[src/rtl/riscv_pkg.sv]
// riscv_pkg: shared widths, control-bundle layout and the ID/EX register record.
package riscv_pkg;

  localparam int XLEN   = 32;
  localparam int REG_AW = 5;
  localparam int CTRL_W = 16;

  // Control-bundle field offsets (bundle is passed through this stage untouched)
  localparam int CTRL_ALU_OP_LSB = 0;
  localparam int CTRL_ALU_OP_W   = 4;
  localparam int CTRL_SRC_B_IMM  = 4;
  localparam int CTRL_MEM_WR     = 5;
  localparam int CTRL_BRANCH     = 6;
  localparam int CTRL_JUMP       = 7;
  localparam int CTRL_WB_SEL_LSB = 8;
  localparam int CTRL_WB_SEL_W   = 2;

  typedef struct packed {
    logic              valid;
    logic [REG_AW-1:0] rs1;
    logic [REG_AW-1:0] rs2;
    logic [REG_AW-1:0] rd;
    logic              is_load;
    logic              we;
    logic [CTRL_W-1:0] ctrl;
    logic [XLEN-1:0]   imm;
    logic [XLEN-1:0]   pc;
    logic [XLEN-1:0]   rs1_val;
    logic [XLEN-1:0]   rs2_val;
  } id_ex_reg_t;

  // Increment that sticks at all-ones instead of wrapping
  function automatic logic [XLEN-1:0] sat_inc(input logic [XLEN-1:0] v);
    return (v == '1) ? v : v + 1'b1;
  endfunction

endpackage

[src/rtl/id_ex_stage_if.sv]
// id_ex_stage_if: all non-clock signals of the ID/EX stage; master = the stage, slave = its surroundings.
interface id_ex_stage_if;
  import riscv_pkg::*;

  logic              id_valid;
  logic [REG_AW-1:0] id_rs1;
  logic [REG_AW-1:0] id_rs2;
  logic [REG_AW-1:0] id_rd;
  logic              id_uses_rs1;
  logic              id_uses_rs2;
  logic              id_is_load;
  logic              id_we;
  logic [CTRL_W-1:0] id_ctrl;
  logic [XLEN-1:0]   id_imm;
  logic [XLEN-1:0]   id_pc;

  logic [REG_AW-1:0] rf_a1;
  logic [REG_AW-1:0] rf_a2;
  logic [XLEN-1:0]   rf_rd1;
  logic [XLEN-1:0]   rf_rd2;

  logic              wb_we;
  logic [REG_AW-1:0] wb_rd;
  logic [XLEN-1:0]   wb_wd;

  logic              ex_stall;
  logic              flush;
  logic              id_stall;

  logic              ex_valid;
  logic [REG_AW-1:0] ex_rs1;
  logic [REG_AW-1:0] ex_rs2;
  logic [REG_AW-1:0] ex_rd;
  logic              ex_is_load;
  logic              ex_we;
  logic [CTRL_W-1:0] ex_ctrl;
  logic [XLEN-1:0]   ex_imm;
  logic [XLEN-1:0]   ex_pc;
  logic [XLEN-1:0]   ex_rs1_val;
  logic [XLEN-1:0]   ex_rs2_val;
  logic [XLEN-1:0]   bubble_cnt;

  modport master (
    input  id_valid, id_rs1, id_rs2, id_rd, id_uses_rs1, id_uses_rs2,
           id_is_load, id_we, id_ctrl, id_imm, id_pc,
           rf_rd1, rf_rd2, wb_we, wb_rd, wb_wd, ex_stall, flush,
    output rf_a1, rf_a2, id_stall,
           ex_valid, ex_rs1, ex_rs2, ex_rd, ex_is_load, ex_we, ex_ctrl,
           ex_imm, ex_pc, ex_rs1_val, ex_rs2_val, bubble_cnt
  );

  modport slave (
    output id_valid, id_rs1, id_rs2, id_rd, id_uses_rs1, id_uses_rs2,
           id_is_load, id_we, id_ctrl, id_imm, id_pc,
           rf_rd1, rf_rd2, wb_we, wb_rd, wb_wd, ex_stall, flush,
    input  rf_a1, rf_a2, id_stall,
           ex_valid, ex_rs1, ex_rs2, ex_rd, ex_is_load, ex_we, ex_ctrl,
           ex_imm, ex_pc, ex_rs1_val, ex_rs2_val, bubble_cnt
  );

endinterface

[src/rtl/load_use_detect.sv]
// load_use_detect: flags an ID instruction that reads the destination of a load still sitting in EX.
module load_use_detect
  import riscv_pkg::*;
(
  input  logic              id_valid_i,
  input  logic [REG_AW-1:0] id_rs1_i,
  input  logic [REG_AW-1:0] id_rs2_i,
  input  logic              id_uses_rs1_i,
  input  logic              id_uses_rs2_i,
  input  logic              ex_valid_i,
  input  logic              ex_is_load_i,
  input  logic              ex_we_i,
  input  logic [REG_AW-1:0] ex_rd_i,
  output logic              lu_o
);

  logic producer_live;
  logic rs1_hit;
  logic rs2_hit;

  // A load whose result cannot be forwarded in time collides with either used source
  always_comb begin
    producer_live = ex_valid_i && ex_is_load_i && ex_we_i && (ex_rd_i != '0);
    rs1_hit       = id_uses_rs1_i && (id_rs1_i == ex_rd_i);
    rs2_hit       = id_uses_rs2_i && (id_rs2_i == ex_rd_i);
    lu_o          = id_valid_i && producer_live && (rs1_hit || rs2_hit);
  end

endmodule

[src/rtl/id_ex_stage.sv]
// id_ex_stage: RF read, WB->ID bypass, load-use bubble insertion and the ID/EX pipeline register.
module id_ex_stage
  import riscv_pkg::*;
(
  input logic           clk,
  input logic           rst_n,
  id_ex_stage_if.master bus
);

  id_ex_reg_t      ex_q;
  id_ex_reg_t      ex_d;
  logic [XLEN-1:0] bubble_cnt_q;
  logic [XLEN-1:0] bubble_cnt_d;
  logic [XLEN-1:0] op1;
  logic [XLEN-1:0] op2;
  logic            lu;

  assign bus.rf_a1 = bus.id_rs1;
  assign bus.rf_a2 = bus.id_rs2;

  load_use_detect u_load_use_detect (
    .id_valid_i    (bus.id_valid),
    .id_rs1_i      (bus.id_rs1),
    .id_rs2_i      (bus.id_rs2),
    .id_uses_rs1_i (bus.id_uses_rs1),
    .id_uses_rs2_i (bus.id_uses_rs2),
    .ex_valid_i    (ex_q.valid),
    .ex_is_load_i  (ex_q.is_load),
    .ex_we_i       (ex_q.we),
    .ex_rd_i       (ex_q.rd),
    .lu_o          (lu)
  );

  // The RF writes on the same edge we read, so a same-cycle writeback must be forwarded here
  always_comb begin
    op1 = bus.rf_rd1;
    op2 = bus.rf_rd2;
    if (bus.wb_we && (bus.wb_rd != '0) && (bus.wb_rd == bus.id_rs1)) op1 = bus.wb_wd;
    if (bus.wb_we && (bus.wb_rd != '0) && (bus.wb_rd == bus.id_rs2)) op2 = bus.wb_wd;
  end

  // Next ID/EX contents: flush beats stall, stall beats bubble, bubble beats capture
  always_comb begin
    ex_d         = ex_q;
    bubble_cnt_d = bubble_cnt_q;
    if (bus.flush) begin
      ex_d.valid = 1'b0;
    end else if (!bus.ex_stall) begin
      if (lu) begin
        ex_d.valid   = 1'b0;
        ex_d.we      = 1'b0;
        ex_d.is_load = 1'b0;
        bubble_cnt_d = sat_inc(bubble_cnt_q);
      end else begin
        ex_d.valid   = bus.id_valid;
        ex_d.rs1     = bus.id_rs1;
        ex_d.rs2     = bus.id_rs2;
        ex_d.rd      = bus.id_rd;
        ex_d.is_load = bus.id_is_load;
        ex_d.we      = bus.id_we;
        ex_d.ctrl    = bus.id_ctrl;
        ex_d.imm     = bus.id_imm;
        ex_d.pc      = bus.id_pc;
        ex_d.rs1_val = op1;
        ex_d.rs2_val = op2;
      end
    end
  end

  // Pipeline register and bubble counter, cleared asynchronously
  always_ff @(posedge clk or negedge rst_n) begin
    if (!rst_n) begin
      ex_q         <= '0;
      bubble_cnt_q <= '0;
    end else begin
      ex_q         <= ex_d;
      bubble_cnt_q <= bubble_cnt_d;
    end
  end

  assign bus.id_stall   = !bus.flush && (bus.ex_stall || lu);
  assign bus.ex_valid   = ex_q.valid;
  assign bus.ex_rs1     = ex_q.rs1;
  assign bus.ex_rs2     = ex_q.rs2;
  assign bus.ex_rd      = ex_q.rd;
  assign bus.ex_is_load = ex_q.is_load;
  assign bus.ex_we      = ex_q.we;
  assign bus.ex_ctrl    = ex_q.ctrl;
  assign bus.ex_imm     = ex_q.imm;
  assign bus.ex_pc      = ex_q.pc;
  assign bus.ex_rs1_val = ex_q.rs1_val;
  assign bus.ex_rs2_val = ex_q.rs2_val;
  assign bus.bubble_cnt = bubble_cnt_q;

endmodule

[src/flat_wrapper.sv]
// flat-port wrapper written by rule: the top's interface ports become plain ports
module id_ex_stage_flat import riscv_pkg::*;
  (clk, rst_n, bus_id_valid, bus_id_rs1, bus_id_rs2, bus_id_rd, bus_id_uses_rs1, bus_id_uses_rs2, bus_id_is_load, bus_id_we, bus_id_ctrl, bus_id_imm, bus_id_pc, bus_rf_rd1, bus_rf_rd2, bus_wb_we, bus_wb_rd, bus_wb_wd, bus_ex_stall, bus_flush, bus_rf_a1, bus_rf_a2, bus_id_stall, bus_ex_valid, bus_ex_rs1, bus_ex_rs2, bus_ex_rd, bus_ex_is_load, bus_ex_we, bus_ex_ctrl, bus_ex_imm, bus_ex_pc, bus_ex_rs1_val, bus_ex_rs2_val, bus_bubble_cnt);
  id_ex_stage_if bus_i ();
  input logic clk;
  input logic rst_n;
  input wire logic [$bits(bus_i.id_valid)-1:0] bus_id_valid;
  input wire logic [$bits(bus_i.id_rs1)-1:0] bus_id_rs1;
  input wire logic [$bits(bus_i.id_rs2)-1:0] bus_id_rs2;
  input wire logic [$bits(bus_i.id_rd)-1:0] bus_id_rd;
  input wire logic [$bits(bus_i.id_uses_rs1)-1:0] bus_id_uses_rs1;
  input wire logic [$bits(bus_i.id_uses_rs2)-1:0] bus_id_uses_rs2;
  input wire logic [$bits(bus_i.id_is_load)-1:0] bus_id_is_load;
  input wire logic [$bits(bus_i.id_we)-1:0] bus_id_we;
  input wire logic [$bits(bus_i.id_ctrl)-1:0] bus_id_ctrl;
  input wire logic [$bits(bus_i.id_imm)-1:0] bus_id_imm;
  input wire logic [$bits(bus_i.id_pc)-1:0] bus_id_pc;
  input wire logic [$bits(bus_i.rf_rd1)-1:0] bus_rf_rd1;
  input wire logic [$bits(bus_i.rf_rd2)-1:0] bus_rf_rd2;
  input wire logic [$bits(bus_i.wb_we)-1:0] bus_wb_we;
  input wire logic [$bits(bus_i.wb_rd)-1:0] bus_wb_rd;
  input wire logic [$bits(bus_i.wb_wd)-1:0] bus_wb_wd;
  input wire logic [$bits(bus_i.ex_stall)-1:0] bus_ex_stall;
  input wire logic [$bits(bus_i.flush)-1:0] bus_flush;
  output wire logic [$bits(bus_i.rf_a1)-1:0] bus_rf_a1;
  output wire logic [$bits(bus_i.rf_a2)-1:0] bus_rf_a2;
  output wire logic [$bits(bus_i.id_stall)-1:0] bus_id_stall;
  output wire logic [$bits(bus_i.ex_valid)-1:0] bus_ex_valid;
  output wire logic [$bits(bus_i.ex_rs1)-1:0] bus_ex_rs1;
  output wire logic [$bits(bus_i.ex_rs2)-1:0] bus_ex_rs2;
  output wire logic [$bits(bus_i.ex_rd)-1:0] bus_ex_rd;
  output wire logic [$bits(bus_i.ex_is_load)-1:0] bus_ex_is_load;
  output wire logic [$bits(bus_i.ex_we)-1:0] bus_ex_we;
  output wire logic [$bits(bus_i.ex_ctrl)-1:0] bus_ex_ctrl;
  output wire logic [$bits(bus_i.ex_imm)-1:0] bus_ex_imm;
  output wire logic [$bits(bus_i.ex_pc)-1:0] bus_ex_pc;
  output wire logic [$bits(bus_i.ex_rs1_val)-1:0] bus_ex_rs1_val;
  output wire logic [$bits(bus_i.ex_rs2_val)-1:0] bus_ex_rs2_val;
  output wire logic [$bits(bus_i.bubble_cnt)-1:0] bus_bubble_cnt;
  assign bus_i.id_valid = bus_id_valid;
  assign bus_i.id_rs1 = bus_id_rs1;
  assign bus_i.id_rs2 = bus_id_rs2;
  assign bus_i.id_rd = bus_id_rd;
  assign bus_i.id_uses_rs1 = bus_id_uses_rs1;
  assign bus_i.id_uses_rs2 = bus_id_uses_rs2;
  assign bus_i.id_is_load = bus_id_is_load;
  assign bus_i.id_we = bus_id_we;
  assign bus_i.id_ctrl = bus_id_ctrl;
  assign bus_i.id_imm = bus_id_imm;
  assign bus_i.id_pc = bus_id_pc;
  assign bus_i.rf_rd1 = bus_rf_rd1;
  assign bus_i.rf_rd2 = bus_rf_rd2;
  assign bus_i.wb_we = bus_wb_we;
  assign bus_i.wb_rd = bus_wb_rd;
  assign bus_i.wb_wd = bus_wb_wd;
  assign bus_i.ex_stall = bus_ex_stall;
  assign bus_i.flush = bus_flush;
  assign bus_rf_a1 = bus_i.rf_a1;
  assign bus_rf_a2 = bus_i.rf_a2;
  assign bus_id_stall = bus_i.id_stall;
  assign bus_ex_valid = bus_i.ex_valid;
  assign bus_ex_rs1 = bus_i.ex_rs1;
  assign bus_ex_rs2 = bus_i.ex_rs2;
  assign bus_ex_rd = bus_i.ex_rd;
  assign bus_ex_is_load = bus_i.ex_is_load;
  assign bus_ex_we = bus_i.ex_we;
  assign bus_ex_ctrl = bus_i.ex_ctrl;
  assign bus_ex_imm = bus_i.ex_imm;
  assign bus_ex_pc = bus_i.ex_pc;
  assign bus_ex_rs1_val = bus_i.ex_rs1_val;
  assign bus_ex_rs2_val = bus_i.ex_rs2_val;
  assign bus_bubble_cnt = bus_i.bubble_cnt;
  id_ex_stage u_core (.clk(clk), .rst_n(rst_n), .bus(bus_i));
endmodule
[config.mk]
export PLATFORM = sky130hd
export DESIGN_NAME = id_ex_stage_flat
export DESIGN_NICKNAME = d
export VERILOG_FILES = /design/src/rtl/riscv_pkg.sv /design/src/rtl/id_ex_stage_if.sv /design/src/rtl/load_use_detect.sv /design/src/rtl/id_ex_stage.sv /design/src/flat_wrapper.sv
export SDC_FILE = /design/constraint.sdc
export NUM_CORES = 1
export LEC_CHECK = 0
export ABC_AREA = 1
export ABC_CLOCK_PERIOD_IN_PS = 3580
export CORE_AREA = 2 2 161 163
export DETAILED_ROUTE_END_ITERATION = 8
export DIE_AREA = 0 0 163 165
export HOLD_SLACK_MARGIN = 0.03
export PLACE_DENSITY = 0.74
export SKIP_LAST_GASP = 1
export SLEW_MARGIN = 20
export SYNTH_ARGS = -nofsm -noshare
export SYNTH_HDL_FRONTEND = slang
export SYNTH_SLANG_ARGS = --single-unit
[constraint.sdc]
create_clock -name clk -period 3.58 [get_ports clk]
set_input_delay 0.716 -clock clk [delete_from_list [all_inputs] [get_ports clk]]
set_output_delay 0.716 -clock clk [all_outputs]
set_load 0.05 [all_outputs]
==> summary.md, run 1 <==
| Metric | Value |
|---|---|
| CTS H-Tree Depth | 4 |
| Power share of the combinational group | approximately a third |
| CP top delay family | buffers and inverters |
| Bufs and invs on worst path | 3 |
| Clk root buf | clkbuf_16 |
| Post-DR vias/cell | 4.72 |
| Filler cell count | 2285 |
| Post-CTS Hold Buffers | 0 |
| Final max-slew violation count | 0 |
| Die Area | ~27000 um^2 |
| Mapped Area | 9710 um^2 |
| Die height | 165 um |
| Most used cell, CP | nand2_1 |
| Worst r2r src | u_core.bus.bubble_cnt[0]$_DFFE_PN0P_ |
| Routed length per instance | 16.2 um |
| Critical path class | input port to output port |
| # resized after CTS | 0 |
| CP Launch Type | input port |
| # rows | 58 |
| Routed vias | 9555 |
| Worst-case clock buffer depth | 2 |
| Initial Utilization | 38.8% |
| Worst Skew | between 20 and 25 ps |
| Dpl ws | 483 ps |
| Syn Nets | 1512 |
| DR pass1 iterations | 5 |
| Vias in the first global route | 9411 |
| Worst R2R End | u_core.bus.bubble_cnt[16]$_DFFE_PN0P_ |
| Hold WS | 320 ps |
| Clock tree from TritonCTS | yes |
| Most frequent cells in the layout | nand2_1, clkdlybuf4s50_1, dfrtp_1 |
| Dpl cell area | 13900 um^2 |
| Internal power | around 0.0042 W |
| #FFs+latches synth | 194 |
| CTS Buf Count | 17 |
| Switching part of the total | 37.7% |
| Sequential Power Share | 38.2% |
| Initial antenna violation count | 2 |
| Depth of the most critical reg-to-reg path | 11 |
| Status | complete, no violations |
| CP max stage delay | a little under 600 ps |
| Io pins | 411 |
| Post-CTS setup buffers | 0 |
| Slew margin rel. | about 47% |
| Mapped Cells | 1305 |
| Register area | 4850 um^2 |
| Net Sw Power | 0.00254 W |
| DP HPWL | 23900 um |
| Final WL | 32700 um |
| DRC viols | 0 |
| Share of post-route cells with drive strength above 1 | between 4 and 5% |
| Lkg Pwr | between 7 and 8 nW |
| WP data required | 2860 ps |
| Multi-input logic area | just over 4000 um^2 |
| Grt total ovfl | 0 |
| PortBufs | 410 |
| Flop2flop setup slack | roughly 1100 ps |
| Maximum number of pins on one net before global-route repair | 170 |
| Final Cell Area | 14500 um^2 |
| Worst-Margin Slew | around 800 ps |
| CP max stage cell | clkdlybuf4s50_1 |
| P&R area growth vs syn | 49.7% |
| Final period util | 86.2% |
| Finished Core Util | 58.0% |
| Minimum clock period | 3090 ps |
| Arrival @ worst endpoint | between 2000 and 2500 ps |
| Power per cell area | 465 nW/um^2 |
| RSZ-0062 raised after global routing | no |
| GRT Util Overall | a little under a quarter |
| Final worst slack | 495 ps |
| Seq/Total Area, Yosys | 50.0% |
| Worst Hold Class | input port to asynchronous set/reset pin |
| Cell variety after synth | 26 |
| Routability Congestion | 0.908 |
| # setup viols final | 0 |
| Worst-path cell chain | clkdlybuf4s50_1, inv_1, nand2_1, nand2_1, nor2_1, nand3_1, nand2_1, nand2_2, a21oi_1, buf_12 |
| Antenna-violating nets left | 0 |
| Most common cell after layout, fill and taps aside | nand2_1 |
| Worst-case vdd ir drop | 0.000232 V |
| Nets | 1885 |
| Clk pwr share | 28.9% |
| Max-Cap Viols | 0 |
| Final Hold Viols | 0 |
| Setup TNS Final | 0 ps |
| Worst Setup End Kind | output port |
| DRT iter0 DRCs | between 700 and 800 |
| Top achievable clock speed | between 0.3 and 0.4 GHz |
| First-pass GRT wire length | 50300 um |
| Mean post-synth cell area | 7.44 um^2 |
| Clock transition at path regs | 80 ps |
| Area of the core | 25000 um^2 |
| Clk sinks | 194 |
| Chip width | 163 um |
| Clk_lat worst skew | 440 ps |
| Max FO, Critical Path | 5 |
| Warning count from the yosys run | 0 |
==> per-stage QoR <==
step,power (W),std cells
2_1_floorplan,0.00391,1305
3_3_place_gp,0.00482,1989
3_5_place_dp,0.00484,1989
4_1_cts,0.00683,2021
5_1_grt,0.00706,2023
6_report,0.00676,2023
==> Yosys cell counts, drive strengths merged <==
cell / instances / area, um^2
nand3: 26 / 140
xor2: 18 / 158
o21ai: 78 / 390
dfrtp: 194 / 4850
nand2: 715 / 2720
nor2: 53 / 219
nand4: 10 / 62.6
inv: 96 / 360
a21oi: 3 / 15.0
ha: 1 / 12.5
or2: 1 / 6.26
buf: 50 / 389
o21bai: 29 / 218
xnor2: 5 / 43.8
o22ai: 1 / 6.26
clkbuf: 15 / 56.3
nor3: 10 / 50.1
==> routing by layer <==
layer / vias to the layer above / part of all wire (%) / track usage [%] / wire, um
li1: 4713 / - / - / -
met1: 4440 / 40 / 29.8 / 13300
met2: 354 / 49 / 40.0 / 16000
met3: 48 / 8.3 / 7.16 / 2710
met4: 0 / 2.5 / 7.96 / 816
met5: - / 0 / 0 / 0
==> sequential cells by signal, summed over array words and instances, names as in the netlist <==
| name | count |
|---|---|
| u_core.bus.bubble_cnt | 32 |
| u_core.bus.ex_ctrl | 16 |
| u_core.bus.ex_is_load | 1 |
| u_core.bus.ex_pc | 32 |
| u_core.bus.ex_rs1 | 5 |
| u_core.bus.ex_rd | 5 |
| u_core.bus.ex_valid | 1 |
| u_core.bus.ex_imm | 32 |
| u_core.bus.ex_we | 1 |
| u_core.bus.ex_rs2_val | 32 |
| u_core.bus.ex_rs1_val | 32 |
| u_core.bus.ex_rs2 | 5 |
==> area by class of cell <==
type / count / share of cell area, %
sequential: 194 / 33.4
timing repair buffer: 419 / 29.2
multi-input combinational: 950 / 27.9
clock buffer: 18 / 2.95
tap: 330 / 2.84
inverter: 96 / 2.50
clock inverter: 14 / 1.15
antenna: 2 / 0.0345
==> power groups by stage <==
| stage | sequential (W) | clock, W | combinational [W] |
|---|---|---|---|
| floorplan | 0.00345 | 0 | 0.000463 |
| global placement | 0.00261 | 0 | 0.00222 |
| detailed placement | 0.00261 | 0 | 0.00224 |
| CTS | 0.00258 | 0.00201 | 0.00224 |
| global route | 0.00261 | 0.00210 | 0.00236 |
| finish | 0.00258 | 0.00195 | 0.00222 |
==> cell families (layout without fill, tap and decap cells) <==
family | after synthesis | after routing | share of synthesized area, %
buffers and inverters | 161 | 547 | 8.30
XOR/XNOR | 23 | 23 | 2.08
AND/OR/NAND/NOR | 815 | 815 | 33.0
flip-flops | 194 | 194 | 50.0
AO/OA/AOI/OAI | 111 | 111 | 6.48
adder cells (fa/ha/maj) | 1 | 1 | 0.129
other | 0 | 2 | 0
==> how the worst max path moves through the flow <==
stage / from / endpoint / slack, ps / depth (start not counted)
global placement: bus_id_rs2[1] / u_core.bus.ex_ctrl[10]$_DFFE_PN0P_ / 520 / 13
CTS: bus_id_rs1[1] / bus_id_stall / 480 / 10
floorplan: u_core.bus.ex_rd[0]$_DFFE_PN0P_ / bus_id_stall / 850 / 8
global route: bus_id_rs1[3] / bus_id_stall / 380 / 10
detailed placement: bus_id_rs1[1] / bus_id_stall / 480 / 10
finish: bus_id_rs1[1] / bus_id_stall / 490 / 10
Power figures use the tool's default switching activity.
==> inputs of run 2 (changes only) <==
- ABC_CLOCK_PERIOD_IN_PS: 3580 -> default
- CAP_MARGIN: default -> 20
- GPL_ROUTABILITY_DRIVEN: default -> 0
==> summary.md, run 2 (synthesized netlist as in run 1, its figures left out) <==
| Metric | Value |
|---|---|
| Status | complete, no violations |
| Clock tree from TritonCTS | yes |
| Post-CTS Hold Buffers | 0 (unchanged) |
| Final Hold Viols | 0 (unchanged) |
| Max-Cap Viols | 0 (unchanged) |
| CP top delay family | buffers and inverters |
| CP Launch Type | input port |
| WP data required | 2860 ps (about the same) |
| CP max stage delay | 580 ps (about the same) |
| Power per cell area | 460 nW/um^2 (-1.2%) |
| P&R area growth vs syn | 49.2% |
| Bufs and invs on worst path | 3 (unchanged) |
| Post-CTS setup buffers | 0 (unchanged) |
| Area of the core | 25000 um^2 (unchanged) |
| Chip width | 163 um (unchanged) |
| Worst-case vdd ir drop | 0.000269 V (+16%) |
| CP max stage cell | clkdlybuf4s50_1 |
| Dpl cell area | 13900 um^2 (unchanged) |
| DRC viols | 0 (unchanged) |
| Register area | 4850 um^2 (unchanged) |
| Top achievable clock speed | 0.326 GHz (+0.45%) |
| DRT iter0 DRCs | 676 (-8.4%) |
| Multi-input logic area | 4060 um^2 (unchanged) |
| Worst Hold Class | input port to asynchronous set/reset pin |
| Slew margin rel. | 40.5% (-6.1 points) |
| # rows | 58 (unchanged) |
| Final worst slack | 509 ps (+13.9 ps) |
| Maximum number of pins on one net before global-route repair | 170 (unchanged) |
| Clk root buf | clkbuf_16 |
| Routed vias | 9592 (+0.39%) |
| Finished Core Util | 57.8% (-0.18 points) |
| Most used cell, CP | nand2_1 |
| Post-DR vias/cell | 4.74 (+0.34%) |
| First-pass GRT wire length | 49800 um (-1.0%) |
| Worst Skew | 13.5 ps (-8.80 ps) |
| Most frequent cells in the layout | nand2_1, clkdlybuf4s50_1, dfrtp_1 |
| Clk sinks | 194 (unchanged) |
| DP HPWL | 23400 um (-1.8%) |
| Final max-slew violation count | 0 (unchanged) |
| Clk_lat worst skew | 430 ps (about the same) |
| Dpl ws | 449 ps (-34.2 ps) |
| PnR Total Power | 0.00666 W (-1.5%) |
| GRT Util Overall | 23.6% (-0.32 points) |
| CTS Buf Count | 17 (unchanged) |
| # resized after CTS | 0 (unchanged) |
| Setup TNS Final | 0 ps (unchanged) |
| Initial Utilization | 38.8% (unchanged) |
| Routed length per instance | 16.0 um (-1.4%) |
| Arrival @ worst endpoint | 2360 ps (about the same) |
| RSZ-0062 raised after global routing | no |
| CTS H-Tree Depth | 4 (unchanged) |
| Filler cell count | 2294 (+0.39%) |
| Minimum clock period | 3070 ps (-13.9 ps) |
| Initial antenna violation count | 3 (+1) |
| Worst-path cell chain | clkdlybuf4s50_1, inv_1, nand2_1, nand2_1, nor2_1, nand3_1, nand2_1, nand2_2, a21oi_1, buf_12 |
| Nets | 1885 (unchanged) |
| Final period util | 85.8% (-0.39 points) |
| Share of post-route cells with drive strength above 1 | 4.14% (-0.059 points) |
| Critical path class | input port to output port |
| Final Cell Area | 14500 um^2 (-0.31%) |
| Vias in the first global route | 9398 (-0.14%) |
| Final WL | 32300 um (-1.3%) |
| # setup viols final | 0 (unchanged) |
| Worst Setup End Kind | output port |
| Worst-Margin Slew | 893 ps (+91.8 ps) |
| Clock transition at path regs | 80 ps (about the same) |
| DR pass1 iterations | 6 (+1) |
| Io pins | 411 (unchanged) |
| Die Area | 26900 um^2 (unchanged) |
| Most common cell after layout, fill and taps aside | nand2_1 |
| PortBufs | 410 (unchanged) |
| Lkg Pwr | 7.39 nW (-0.44%) |
| Max FO, Critical Path | 5 (unchanged) |
| Die height | 165 um (unchanged) |
| Worst-case clock buffer depth | 2 (unchanged) |
| Grt total ovfl | 0 (unchanged) |
| Antenna-violating nets left | 0 (unchanged) |
==> run 2: cell count changes in the layout (fill, tap and decap cells not counted) <==
cell        before  now
bufinv_16        1    0
clkbuf_1         1    2
clkinv_4         4    2
clkinv_8         2    0
clkinvlp_4       0    3
diode_2          2    3
inv_6            1    3
inv_8            5    4
==> run 2: path summary, 6_finish.rpt <==
check                                                startpoint                               endpoint  slack (ps)  cells after the start
setup / recovery                                  bus_id_rs2[3]                           bus_id_stall         510                     10
hold / removal                                            rst_n   u_core.bus.bubble_cnt[6]$_DFFE_PN0P_         320                      2
setup reg to reg           u_core.bus.bubble_cnt[0]$_DFFE_PN0P_  u_core.bus.bubble_cnt[16]$_DFFE_PN0P_        1050                     11
hold reg to reg            u_core.bus.ex_rs1_val[8]$_DFFE_PN0P_   u_core.bus.ex_rs1_val[8]$_DFFE_PN0P_         480                      2
max in group asynchronous                                 rst_n  u_core.bus.ex_rs1_val[11]$_DFFE_PN0P_        2730                      2
min in group clk           u_core.bus.ex_rs1_val[8]$_DFFE_PN0P_   u_core.bus.ex_rs1_val[8]$_DFFE_PN0P_         480                      2
==> run 2: power breakdown <==
group	leakage (nW)	switching (W)	internal, W	total, W
Combinational	4.83	0.00144	0.000783	0.00222
Sequential	2.29	0.000153	0.00243	0.00258
Clock	0.262	0.000937	0.000919	0.00186
==> run 2: through the flow <==
stage,hold slack [ps],cells
finish,324,2024
global route,351,2024
CTS,351,2021
detailed placement,464,1989
global placement,462,1989
floorplan,420,1305
==> run 2: layout make-up <==
cell class / count / area share, %
clock buffer: 19 / 2.99
antenna: 3 / 0.0518
clock inverter: 13 / 0.803
inverter: 96 / 2.51
multi-input combinational: 950 / 28.0
sequential: 194 / 33.5
timing repair buffer: 419 / 29.2
tap: 330 / 2.85
==> run 2: per-layer routing <==
layer  up-vias  global-route usage (%)  part of all wire (%)
met5         -                       0                     0
met4         0                    8.37                   2.7
met3        61                    7.56                   8.9
met2       418                    38.8                    48
met1      4402                    29.4                    40
li1       4711                       -                     -
==> inputs of run 3 (changes only) <==
- SYNTH_HIERARCHICAL: default -> 1
==> summary.md, run 3 <==
| Metric | Value |
|---|---|
| Depth of the most critical reg-to-reg path | 8 (-3) |
| Most frequent cells in the layout | nand2_1, clkdlybuf4s50_1, dfrtp_1 |
| Clock transition at path regs | 80 ps (about the same) |
| Initial Utilization | 39.1% (+0.38 points) |
| Clk pwr share | 28.8% (+0.9 points) |
| Die Area | 26900 um^2 (unchanged) |
| First-pass GRT wire length | 52200 um (+4.8%) |
| RSZ-0062 raised after global routing | no |
| Chip width | 163 um (unchanged) |
| Max-Cap Viols | 0 (unchanged) |
| Worst-path cell chain | clkdlybuf4s50_1, inv_1, nand2_1, nand2_1, nor2_1, nand3_1, a21oi_2, inv_1, a21oi_1, buf_12 |
| CP max stage delay | 550 ps (-30 ps) |
| Io pins | 411 (unchanged) |
| Worst Setup End Kind | output port |
| Share of post-route cells with drive strength above 1 | 3.77% (-0.37 points) |
| Antenna-violating nets left | 0 (unchanged) |
| Critical path class | input port to output port |
| Top achievable clock speed | 0.308 GHz (-5.3%) |
| #FFs+latches synth | 194 (unchanged) |
| Power per cell area | 448 nW/um^2 (-2.6%) |
| Die height | 165 um (unchanged) |
| Worst R2R End | u_core/bus.ex_rs2_val[1]$_DFFE_PN0P_ |
| Synth cell count leaders | nand2_1, dfrtp_1, inv_1 |
| Most frequent cell after synthesis | nand2_1 |
| Switching part of the total | 37.8% (-0.13 points) |
| Mapped Area | 9800 um^2 (+0.98%) |
| Flop2flop setup slack | 730 ps (-320 ps) |
| Status | complete, no violations |
| Final WL | 33500 um (+3.8%) |
| GRT Util Overall | 24.8% (+1.2 points) |
| Slew margin rel. | 44.7% (+4.2 points) |
| Power share of the combinational group | 32.3% (-1.1 points) |
| Net Sw Power | 0.00250 W (-1.2%) |
| Synth top area share | 49.5% (-0.49 points) |
| Worst Hold Class | input port to asynchronous set/reset pin |
| DRT iter0 DRCs | 691 (+2.2%) |
| Grt total ovfl | 0 (unchanged) |
| DR pass1 iterations | 5 (-1) |
| Post-CTS Hold Buffers | 0 (unchanged) |
| Area of the core | 25000 um^2 (unchanged) |
| DRC viols | 0 (unchanged) |
| Warning count from the yosys run | 6 (+6) |
| Final period util | 90.6% (+4.8 points) |
| Minimum clock period | 3240 ps (+173 ps) |
| Most common cell after layout, fill and taps aside | nand2_1 |
| Bufs and invs on worst path | 4 (+1) |
| Mapped Cells | 1364 (+4.5%) |
| Final Hold Viols | 0 (unchanged) |
| WP data required | 2860 ps (about the same) |
| Internal power | 0.00410 W (-0.64%) |
| Syn Nets | 1571 (+3.9%) |
| CP Launch Type | input port |
| Sequential Power Share | 38.9% (about the same) |
| Post-CTS setup buffers | 0 (unchanged) |
| Lkg Pwr | 7.38 nW (-0.11%) |
| Seq/Total Area, Yosys | 49.5% (-0.49 points) |
| Worst Skew | 19.2 ps (+5.71 ps) |
| EDFF count, synth | 0 (unchanged) |
| Initial antenna violation count | 2 (-1) |
| Mean post-synth cell area | 7.19 um^2 (-3.4%) |
| Arrival @ worst endpoint | 2530 ps (+170 ps) |
| Post-DR vias/cell | 4.82 (+1.7%) |
| Hold WS | 340 ps (+15.7 ps) |
| CTS Buf Count | 17 (unchanged) |
| # setup viols final | 0 (unchanged) |
| Max FO, Critical Path | 5 (unchanged) |
| Top area cells in the synthesized netlist | dfrtp_1, nand2_1, nand3_1, inv_1, nor2_1 |
| Yosys top cell by area | dfrtp_1 |
| # rows | 58 (unchanged) |
| P&R area growth vs syn | 50.5% |
| Cell variety after synth | 27 (+3.8%) |
| PortBufs | 410 (unchanged) |
| Vias in the first global route | 9868 (+5.0%) |
| Clock tree from TritonCTS | yes |
| Clk root buf | clkbuf_16 |
| Maximum number of pins on one net before global-route repair | 125 (-26%) |
| Routed vias | 10000 (+4.7%) |
| Top FF cell, synth | dfrtp_1 |
| CTS H-Tree Depth | 4 (unchanged) |
| Worst-case clock buffer depth | 2 (unchanged) |
| Worst-Margin Slew | 828 ps (-64.9 ps) |
| Async set or reset register ratio after synthesis | 100% (unchanged) |
| CP top delay family | buffers and inverters |
| Worst r2r src | u_core/bus.ex_rd[3]$_DFFE_PN0P_ |
| CP max stage cell | clkdlybuf4s50_1 |
| Final max-slew violation count | 0 (unchanged) |
| DP HPWL | 24300 um (+3.8%) |
| Worst-case vdd ir drop | 0.000321 V (+19%) |
| Clk sinks | 194 (unchanged) |
| Setup TNS Final | 0 ps (unchanged) |
| # resized after CTS | 0 (unchanged) |
| Nets | 1944 (+3.1%) |
| Routed length per instance | 16.1 um (+0.86%) |
| Clk_lat worst skew | 440 ps (about the same) |
[run 3: changes by cell type in the layout (fill, tap and decap cells not counted), sizes merged, moves of 22 or more]
cell,previous run,this run
inv,103,146
o21bai,29,0
nand4,10,36
nand3,26,104
o21ai,78,12
nand2,715,693
[run 3: layer usage]
layer	GRT usage, %	share of wire, %	wire, um	vias up
li1	-	-	-	4888
met2	43.5	49	16600	401
met4	7.12	2.1	718	0
met5	0	0	0	-
met1	29.5	40	13400	4711
met3	7.46	8.5	2870	44
[run 3: through the flow]
step                setup slack (ps)  total power [W]  cell area, um^2  util, %  cells
global route                     206          0.00690            14700     58.9   2082
finish                           336          0.00660            14700     58.9   2083
detailed placement               261          0.00475            14200     56.6   2048
floorplan                        830          0.00381             9800        -   1364
global placement                 333          0.00473            14200     56.6   2048
CTS                              323          0.00667            14700     58.9   2080
[run 3: power by group through the flow]
stage                     Clock [W]  Sequential (W)  Combinational, W
after floorplan                   0         0.00342          0.000389
after global placement            0         0.00260           0.00213
after detailed placement          0         0.00260           0.00214
after CTS                   0.00195         0.00257           0.00215
after global routing        0.00205         0.00259           0.00226
final                       0.00190         0.00257           0.00213
[run 3: how the worst max path moves through the flow]
stage | start | end | depth (start not counted)
floorplan | u_core/bus.ex_rd[2]$_DFFE_PN0P_ | bus_id_stall | 8
global placement | bus_id_rs2[4] | bus_id_stall | 10
detailed placement | bus_id_rs1[3] | u_core/bus.ex_rs2_val[10]$_DFFE_PN0P_ | 10
CTS | bus_id_rs2[4] | bus_id_stall | 10
global route | bus_id_rs2[1] | bus_id_stall | 10
finish | bus_id_rs2[4] | bus_id_stall | 10
[run 3: final cells by class]
type / instances / area [um^2]
fill: 2318 / 10300
sequential: 194 / 4850
timing repair buffer: 426 / 4310
multi-input combinational: 959 / 4060
inverter: 139 / 527
clock buffer: 18 / 429
tap: 330 / 413
clock inverter: 14 / 144
antenna: 3 / 7.51
[run 3: kinds of logic (layout without fill, tap and decap cells)]
| logic type | count (synthesis) | in the layout | synth area share [%] |
|---|---|---|---|
| AO/OA/AOI/OAI | 18 | 18 | 1.07 |
| buffers and inverters | 211 | 597 | 9.14 |
| flip-flops | 194 | 194 | 49.5 |
| other | 0 | 3 | 0 |
| XOR/XNOR | 20 | 20 | 1.79 |
| adder cells (fa/ha/maj) | 1 | 1 | 0.128 |
| AND/OR/NAND/NOR | 920 | 920 | 38.3 |
